`src/rtl/pwm_pkg.sv`:
```
// pwm_pkg: shared defaults, counting-mode enum and channel-index width helper
// for the pwm_multi block. Defining PWM_CENTER_ALIGN_EN selects centre-aligned
// counting; otherwise the block is edge-aligned only.
package pwm_pkg;

    localparam int NCH_DEF   = 4;
    localparam int WIDTH_DEF = 8;
    localparam int PSC_W_DEF = 8;

    typedef enum logic {
        EDGE   = 1'b0,
        CENTER = 1'b1
    } pwm_mode_e;

`ifdef PWM_CENTER_ALIGN_EN
    localparam pwm_mode_e PWM_MODE = CENTER;
`else
    localparam pwm_mode_e PWM_MODE = EDGE;
`endif

    // Width of a channel index; never narrower than one bit.
    function automatic int ch_w(input int n);
        return (n <= 1) ? 1 : $clog2(n);
    endfunction

endpackage

```
`src/rtl/pwm_multi_if.sv`:
```
// pwm_multi_if: duty-write bus of pwm_multi. The master issues duty writes,
// the slave (pwm_multi) returns ready and a one-cycle bad-channel error pulse.
interface pwm_multi_if
    import pwm_pkg::*;
#(
    parameter int NCH   = NCH_DEF,
    parameter int WIDTH = WIDTH_DEF
);

    localparam int CH_W = ch_w(NCH);

    logic             wr_valid;
    logic             wr_ready;
    logic [CH_W-1:0]  wr_ch;
    logic [WIDTH-1:0] wr_duty;
    logic             wr_err;

    modport master (
        output wr_valid, wr_ch, wr_duty,
        input  wr_ready, wr_err
    );

    modport slave (
        input  wr_valid, wr_ch, wr_duty,
        output wr_ready, wr_err
    );

endinterface

```
`src/rtl/pwm_prescaler.sv`:
```
// pwm_prescaler: turns clk into a one-cycle count-enable every prescale+1
// cycles while run is high; held at zero otherwise. No derived clocks.
module pwm_prescaler #(
    parameter int PSC_W = 8
) (
    input  logic             clk,
    input  logic             rst_n,
    input  logic             run,
    input  logic [PSC_W-1:0] prescale,
    output logic             tick
);

    logic [PSC_W-1:0] psc_cnt;

    // >= rather than == so a prescale lowered mid-count still wraps at once.
    assign tick = run && (psc_cnt >= prescale);

    // Divider count: 0..prescale, cleared whenever the block is not running.
    always_ff @(posedge clk or negedge rst_n) begin
        if (!rst_n) begin
            psc_cnt <= '0;
        end else if (!run || tick) begin
            psc_cnt <= '0;
        end else begin
            psc_cnt <= psc_cnt + PSC_W'(1);
        end
    end

endmodule

```
`src/rtl/pwm_multi.sv`:
```
// pwm_multi: NCH-channel PWM with a shared prescaler and period counter,
// double-buffered per-channel duties and a period-boundary pulse.
// Optional macro PWM_CENTER_ALIGN_EN: up/down (centre-aligned) counting; in
// that mode the counter runs 0..period-1 up and back down to 0, so every
// value is visited twice per 2*period ticks and pulses are symmetric about 0.
module pwm_multi
    import pwm_pkg::*;
#(
    parameter int NCH   = NCH_DEF,
    parameter int WIDTH = WIDTH_DEF,
    parameter int PSC_W = PSC_W_DEF
) (
    input  logic             clk,
    input  logic             rst_n,
    input  logic             ena,
    input  logic [PSC_W-1:0] prescale,
    input  logic [WIDTH-1:0] period,
    pwm_multi_if.slave       wr,
    output logic [NCH-1:0]   pwm_out,
    output logic             period_tick
);

    logic             ena_d;
    logic             run;
    logic             start;
    logic             tick;
    logic             boundary;
    logic             accept;
    logic             ch_ok;
    logic [31:0]      ch_idx;
    logic [WIDTH-1:0] cnt_p0;
    logic [WIDTH-1:0] act_period;
    logic [WIDTH-1:0] pend_duty [NCH];
    logic [WIDTH-1:0] act_duty  [NCH];
    logic [NCH-1:0]   pwm_p1;
    logic             ptick_p1;
    logic             err_p1;
`ifdef PWM_CENTER_ALIGN_EN
    logic             cnt_down;
    logic             at_peak;
`endif

    // start is the first enabled cycle (ena rising or first edge after reset);
    // it reloads period/duties, and compare output stays low for that cycle.
    assign run    = ena & ena_d;
    assign start  = ena & ~ena_d;
    assign accept = wr.wr_valid & ena;
    assign ch_idx = 32'(wr.wr_ch);
    assign ch_ok  = ch_idx < 32'(NCH);

    assign wr.wr_ready = ena;
    assign wr.wr_err   = err_p1;
    assign pwm_out     = pwm_p1;
    assign period_tick = ptick_p1;

    pwm_prescaler #(.PSC_W(PSC_W)) u_psc (
        .clk      (clk),
        .rst_n    (rst_n),
        .run      (run),
        .prescale (prescale),
        .tick     (tick)
    );

`ifdef PWM_CENTER_ALIGN_EN
    assign at_peak  = (act_period == '0) || (cnt_p0 >= act_period - WIDTH'(1));
    assign boundary = tick && cnt_down && (cnt_p0 == '0);
`else
    assign boundary = tick && (cnt_p0 >= act_period);
`endif

    // ---- stage p0: period counter, active period/duty reload at boundaries
    always_ff @(posedge clk or negedge rst_n) begin
        if (!rst_n) begin
            cnt_p0     <= '0;
            act_period <= '0;
`ifdef PWM_CENTER_ALIGN_EN
            cnt_down   <= 1'b0;
`endif
            for (int i = 0; i < NCH; i++) begin
                act_duty[i] <= '0;
            end
        end else if (!ena) begin
            cnt_p0   <= '0;
`ifdef PWM_CENTER_ALIGN_EN
            cnt_down <= 1'b0;
`endif
        end else if (start || boundary) begin
            cnt_p0     <= '0;
            act_period <= period;
`ifdef PWM_CENTER_ALIGN_EN
            cnt_down   <= 1'b0;
`endif
            for (int i = 0; i < NCH; i++) begin
                act_duty[i] <= pend_duty[i];
            end
        end else if (tick) begin
`ifdef PWM_CENTER_ALIGN_EN
            if (cnt_down) begin
                cnt_p0 <= cnt_p0 - WIDTH'(1);
            end else if (at_peak) begin
                cnt_down <= 1'b1;
            end else begin
                cnt_p0 <= cnt_p0 + WIDTH'(1);
            end
`else
            cnt_p0 <= cnt_p0 + WIDTH'(1);
`endif
        end
    end

    // Pending duties: an accepted in-range write lands here on the next edge.
    always_ff @(posedge clk or negedge rst_n) begin
        if (!rst_n) begin
            for (int i = 0; i < NCH; i++) begin
                pend_duty[i] <= '0;
            end
        end else begin
            for (int i = 0; i < NCH; i++) begin
                if (accept && (ch_idx == 32'(i))) begin
                    pend_duty[i] <= wr.wr_duty;
                end
            end
        end
    end

    // ---- stage p1: registered compare per channel, one cycle after counter
    for (genvar g = 0; g < NCH; g++) begin : g_ch
        logic pwm_q;

        // Channel output high while the counter is below its active duty.
        always_ff @(posedge clk or negedge rst_n) begin
            if (!rst_n) begin
                pwm_q <= 1'b0;
            end else begin
                pwm_q <= run && (cnt_p0 < act_duty[g]);
            end
        end

        assign pwm_p1[g] = pwm_q;
    end

    // Status flags: enable history, boundary pulse, bad-channel write pulse.
    always_ff @(posedge clk or negedge rst_n) begin
        if (!rst_n) begin
            ena_d    <= 1'b0;
            ptick_p1 <= 1'b0;
            err_p1   <= 1'b0;
        end else begin
            ena_d    <= ena;
            ptick_p1 <= boundary;
            err_p1   <= accept && !ch_ok;
        end
    end

endmodule
```
`src/flat_wrapper.sv`:
```
// flat-port wrapper written by rule: the top's interface ports become plain ports
module pwm_multi_flat import pwm_pkg::*;
#(
    parameter int NCH   = NCH_DEF,
    parameter int WIDTH = WIDTH_DEF,
    parameter int PSC_W = PSC_W_DEF
)
  (clk, rst_n, ena, prescale, period, pwm_out, period_tick, wr_wr_valid, wr_wr_ch, wr_wr_duty, wr_wr_ready, wr_wr_err);
  pwm_multi_if #(.NCH(NCH), .WIDTH(WIDTH)) wr_i ();
  input  logic clk;
  input  logic rst_n;
  input  logic ena;
  input  logic [PSC_W-1:0] prescale;
  input  logic [WIDTH-1:0] period;
  output logic [NCH-1:0] pwm_out;
  output logic period_tick;
  input wire logic [$bits(wr_i.wr_valid)-1:0] wr_wr_valid;
  input wire logic [$bits(wr_i.wr_ch)-1:0] wr_wr_ch;
  input wire logic [$bits(wr_i.wr_duty)-1:0] wr_wr_duty;
  output wire logic [$bits(wr_i.wr_ready)-1:0] wr_wr_ready;
  output wire logic [$bits(wr_i.wr_err)-1:0] wr_wr_err;
  assign wr_i.wr_valid = wr_wr_valid;
  assign wr_i.wr_ch = wr_wr_ch;
  assign wr_i.wr_duty = wr_wr_duty;
  assign wr_wr_ready = wr_i.wr_ready;
  assign wr_wr_err = wr_i.wr_err;
  pwm_multi #(.NCH(NCH), .WIDTH(WIDTH), .PSC_W(PSC_W)) u_core (.clk(clk), .rst_n(rst_n), .ena(ena), .prescale(prescale), .period(period), .wr(wr_i), .pwm_out(pwm_out), .period_tick(period_tick));
endmodule
```
`config.mk`:
```
export PLATFORM = sky130hd
export DESIGN_NAME = pwm_multi_flat
export DESIGN_NICKNAME = d
export VERILOG_FILES = /design/src/rtl/pwm_pkg.sv /design/src/rtl/pwm_multi_if.sv /design/src/rtl/pwm_prescaler.sv /design/src/rtl/pwm_multi.sv /design/src/flat_wrapper.sv
export SDC_FILE = /design/constraint.sdc
export NUM_CORES = 1
export LEC_CHECK = 0
export CORE_MARGIN = 2
export CORE_UTILIZATION = 35
export DETAILED_ROUTE_END_ITERATION = 10
export GPL_TIMING_DRIVEN = 0
export MAX_ROUTING_LAYER = met4
export PLACE_DENSITY_LB_ADDON = 0.2
export SETUP_SLACK_MARGIN = 0.15
export SYNTH_ARGS = -nofsm -noshare
export SYNTH_HDL_FRONTEND = slang
export SYNTH_SLANG_ARGS = --single-unit
export TNS_END_PERCENT = 20
```
`constraint.sdc`:
```
create_clock -name clk -period 5.6 [get_ports clk]
set_input_delay 0.84 -clock clk [delete_from_list [all_inputs] [get_ports clk]]
set_output_delay 0.84 -clock clk [all_outputs]
set_load 0.005 [all_outputs]
```
==> metrics.cfg <==
[placed_design]
numPortBuffers=35
dp_hpwl_microns=11500
place_congestion=0.862
dpl_cell_area_sq_mm=0.00628
pre_cts_slack_ps=2410

[timing]
fin_tns_setup_ps=0
max_slew_margin_pct=55.8
maxSlewViolCount=0
fin_skew_ps=7.33
hold_slack_ps=476
rsz0062_at_grt=false
fin_crit_ps=3010
setup_slack_ps=2590
setup_violations=0
worst_slew_pin_slew_ps=660
hold_violations=0
max_freq_ghz=0.332
fin_crit_sh_pct=53.8

[floorplanning]
io-pin-count=37
die_h_microns=131
initial_core_util_pct=35.6
dieArea_sq_mm=0.0171
die_w_microns=131
num_rows=46
core_sq_mm=0.0158

[routing]
drt_iter0_markers=361
first_pass_iters=5
ant_nets=0
drc=0
routed_wl_microns=16200
vias=4667
wl_per_cell_microns=19.6
via_per_inst=5.64

[synthesis]
synth_area_sq_mm=0.00563
synth_warnings=0
synth-edff-count=0
ys.flop_type=dfrtp_1
synthArstFlopShare_pct=100
synth-seq-area-share_pct=41.7
synth_cell_types=43
syn_nets=635
syn-instance-count=559
synth_seq_cells=94
avgSynthCellArea_sq_um=10.1

[clock_tree]
cts_tree=yes
cts_root_buffer=clkbuf_16
clk_pin_slew_worst_paths_ps=60
numClockSinks=94
cts_made_buffers=9
cts_setup_buffers=0
clockBufferDepth=2
cts_hold_buf=0
cts_resized=0
clk_latency_ps=360
h-tree-depth=3

[critical_path]
critical_path.most_common_cell=clkdlybuf4s50_1
crit_chain=clkdlybuf4s50_1, buf_4, clkdlybuf4s50_1
critPathTopFamily=buffers and inverters
crit_path_start_kind=input pin
crit-reg2reg-capture=u_core.act_period[2]
cp_data_required_time_ps=4760
slowest_stage=clkdlybuf4s50_1
path_max_fanout=7
worst-path-buf-inv=3
reg2reg_depth=7
ff2ff_setup_slack_ps=3110
arrival_ps=2170
cp-end-kind=output port
worst-setup-path-type=in -> out
r2r_start=u_core.cnt_p0[4]
cpPeakStageDelay_ps=680

[global_route]
grt_max_degree=56
grtUsageMet3_pct=4.11
grt_usage_pct=20.9
antenna_found_initial=0
use_met1_pct=28.3
grt_busiest_layer=met2
grt_use_met2_pct=31.7
first_global_vias=4635
grt_overflow=0
grt_pass1_wl_microns=26100

[outcome]
status=finished clean

[layout]
final_nets=682
fillers=1543
register_area_sq_mm=0.00235
multiInputGateArea_sq_mm=0.00288
final_cell_mix=dfrtp_1, nand3_1, o211ai_1, ha_1, inv_1
antennaDiodeCount=0
final_common_cell=dfrtp_1
area_growth_pct=17.2
final_area_sq_mm=0.00660
layout-drive-gt1-share_pct=12.3

[power_and_ir_drop]
peakVddDrop_uv=203
leakage_nw=2.98
p_per_area_mw_per_mm2=299

[flow_run]
maxCapViolCount=0

[hold_path]
hp-class=in -> async

## cell usage after synthesis, types with 2 or more instances
library cell	n	share of area [%]
a2bb2oi_1	35	5.4
nor4_1	4	0.44
o211ai_1	46	6.1
xor2_1	5	0.78
nand3_1	57	5.1
nand4_1	43	4.8
o21ai_1	2	0.18
and3_1	5	0.56
dfrtp_1	94	42
a21oi_1	21	1.9
buf_2	7	0.62
o311ai_0	4	0.62
nor2b_1	8	0.89
inv_1	45	3.0
buf_6	4	0.80
or4_1	4	0.53
o21ai_0	6	0.53
nor2_1	9	0.60
and2_1	3	0.33
nand2b_1	4	0.44
nand4b_1	2	0.31
buf_4	8	1.1
o211a_1	2	0.36
a21o_1	11	1.5
mux2_2	32	6.4
or3_1	3	0.33
clkbuf_1	24	1.6
ha_1	46	10
nand2_1	11	0.73
## per-layer routing
metal	up-vias	wire length [microns]
li1	2204	-
met1	2329	7790
met2	119	7430
met3	15	760
met4	0	240
met5	-	0
## registers in the layout (all words and copies together), names as in the netlist
name	count
u_core.act_duty	32
u_core.act_period	8
u_core.cnt_p0	8
u_core.ena_d	1
u_core.g_ch.pwm_q	4
u_core.pend_duty	32
u_core.period_tick	1
u_core.u_psc.psc_cnt	8
## power breakdown
group / internal, mW / switching, mW / total (mW)
Combinational: 0.206 / 0.197 / 0.403
Sequential: 0.802 / 0.0967 / 0.898
Clock: 0.393 / 0.282 / 0.675
## worst max path at each step
stage / startpoint / to / depth (start not counted)
finish: ena / wr_wr_ready / 3
global route: ena / wr_wr_ready / 3
CTS: ena / wr_wr_ready / 3
detailed placement: prescale[7] / u_core.act_period[6] / 9
global placement: rst_n / u_core.pend_duty[15] / 1
floorplan: prescale[7] / u_core.act_period[1] / 9
## cell type report
type                            count  share of cell area, %
Buffer                             43                   3.49
Clock buffer                        9                   3.41
Tap cell                          216                   4.09
Inverter                           45                   2.56
Timing Repair Buffer               36                   5.69
Clock inverter                      7                   1.48
Multi-Input combinational cell    377                   43.7
Sequential cell                    94                   35.6
## kinds of logic after synthesis
group | synth area share, %
simple gates | 15.4
compound gates | 17.9
flops | 41.8
buf+inv | 7.08
fa+ha+maj | 10.2
mux | 6.57
xor+xnor | 0.933
other cells | 0.0666
## stage by stage
stage | std cells | power (mW) | utilization [%]
6_report | 827 | 1.98 | 41.7
5_1_grt | 827 | 2.08 | 41.7
4_1_cts | 827 | 1.99 | 41.7
3_5_place_dp | 811 | 1.31 | 39.7
3_3_place_gp | 810 | 1.29 | 39.5
2_1_floorplan | 559 | 1.15 | -
Note: power is estimated with default switching activity, not from simulation.
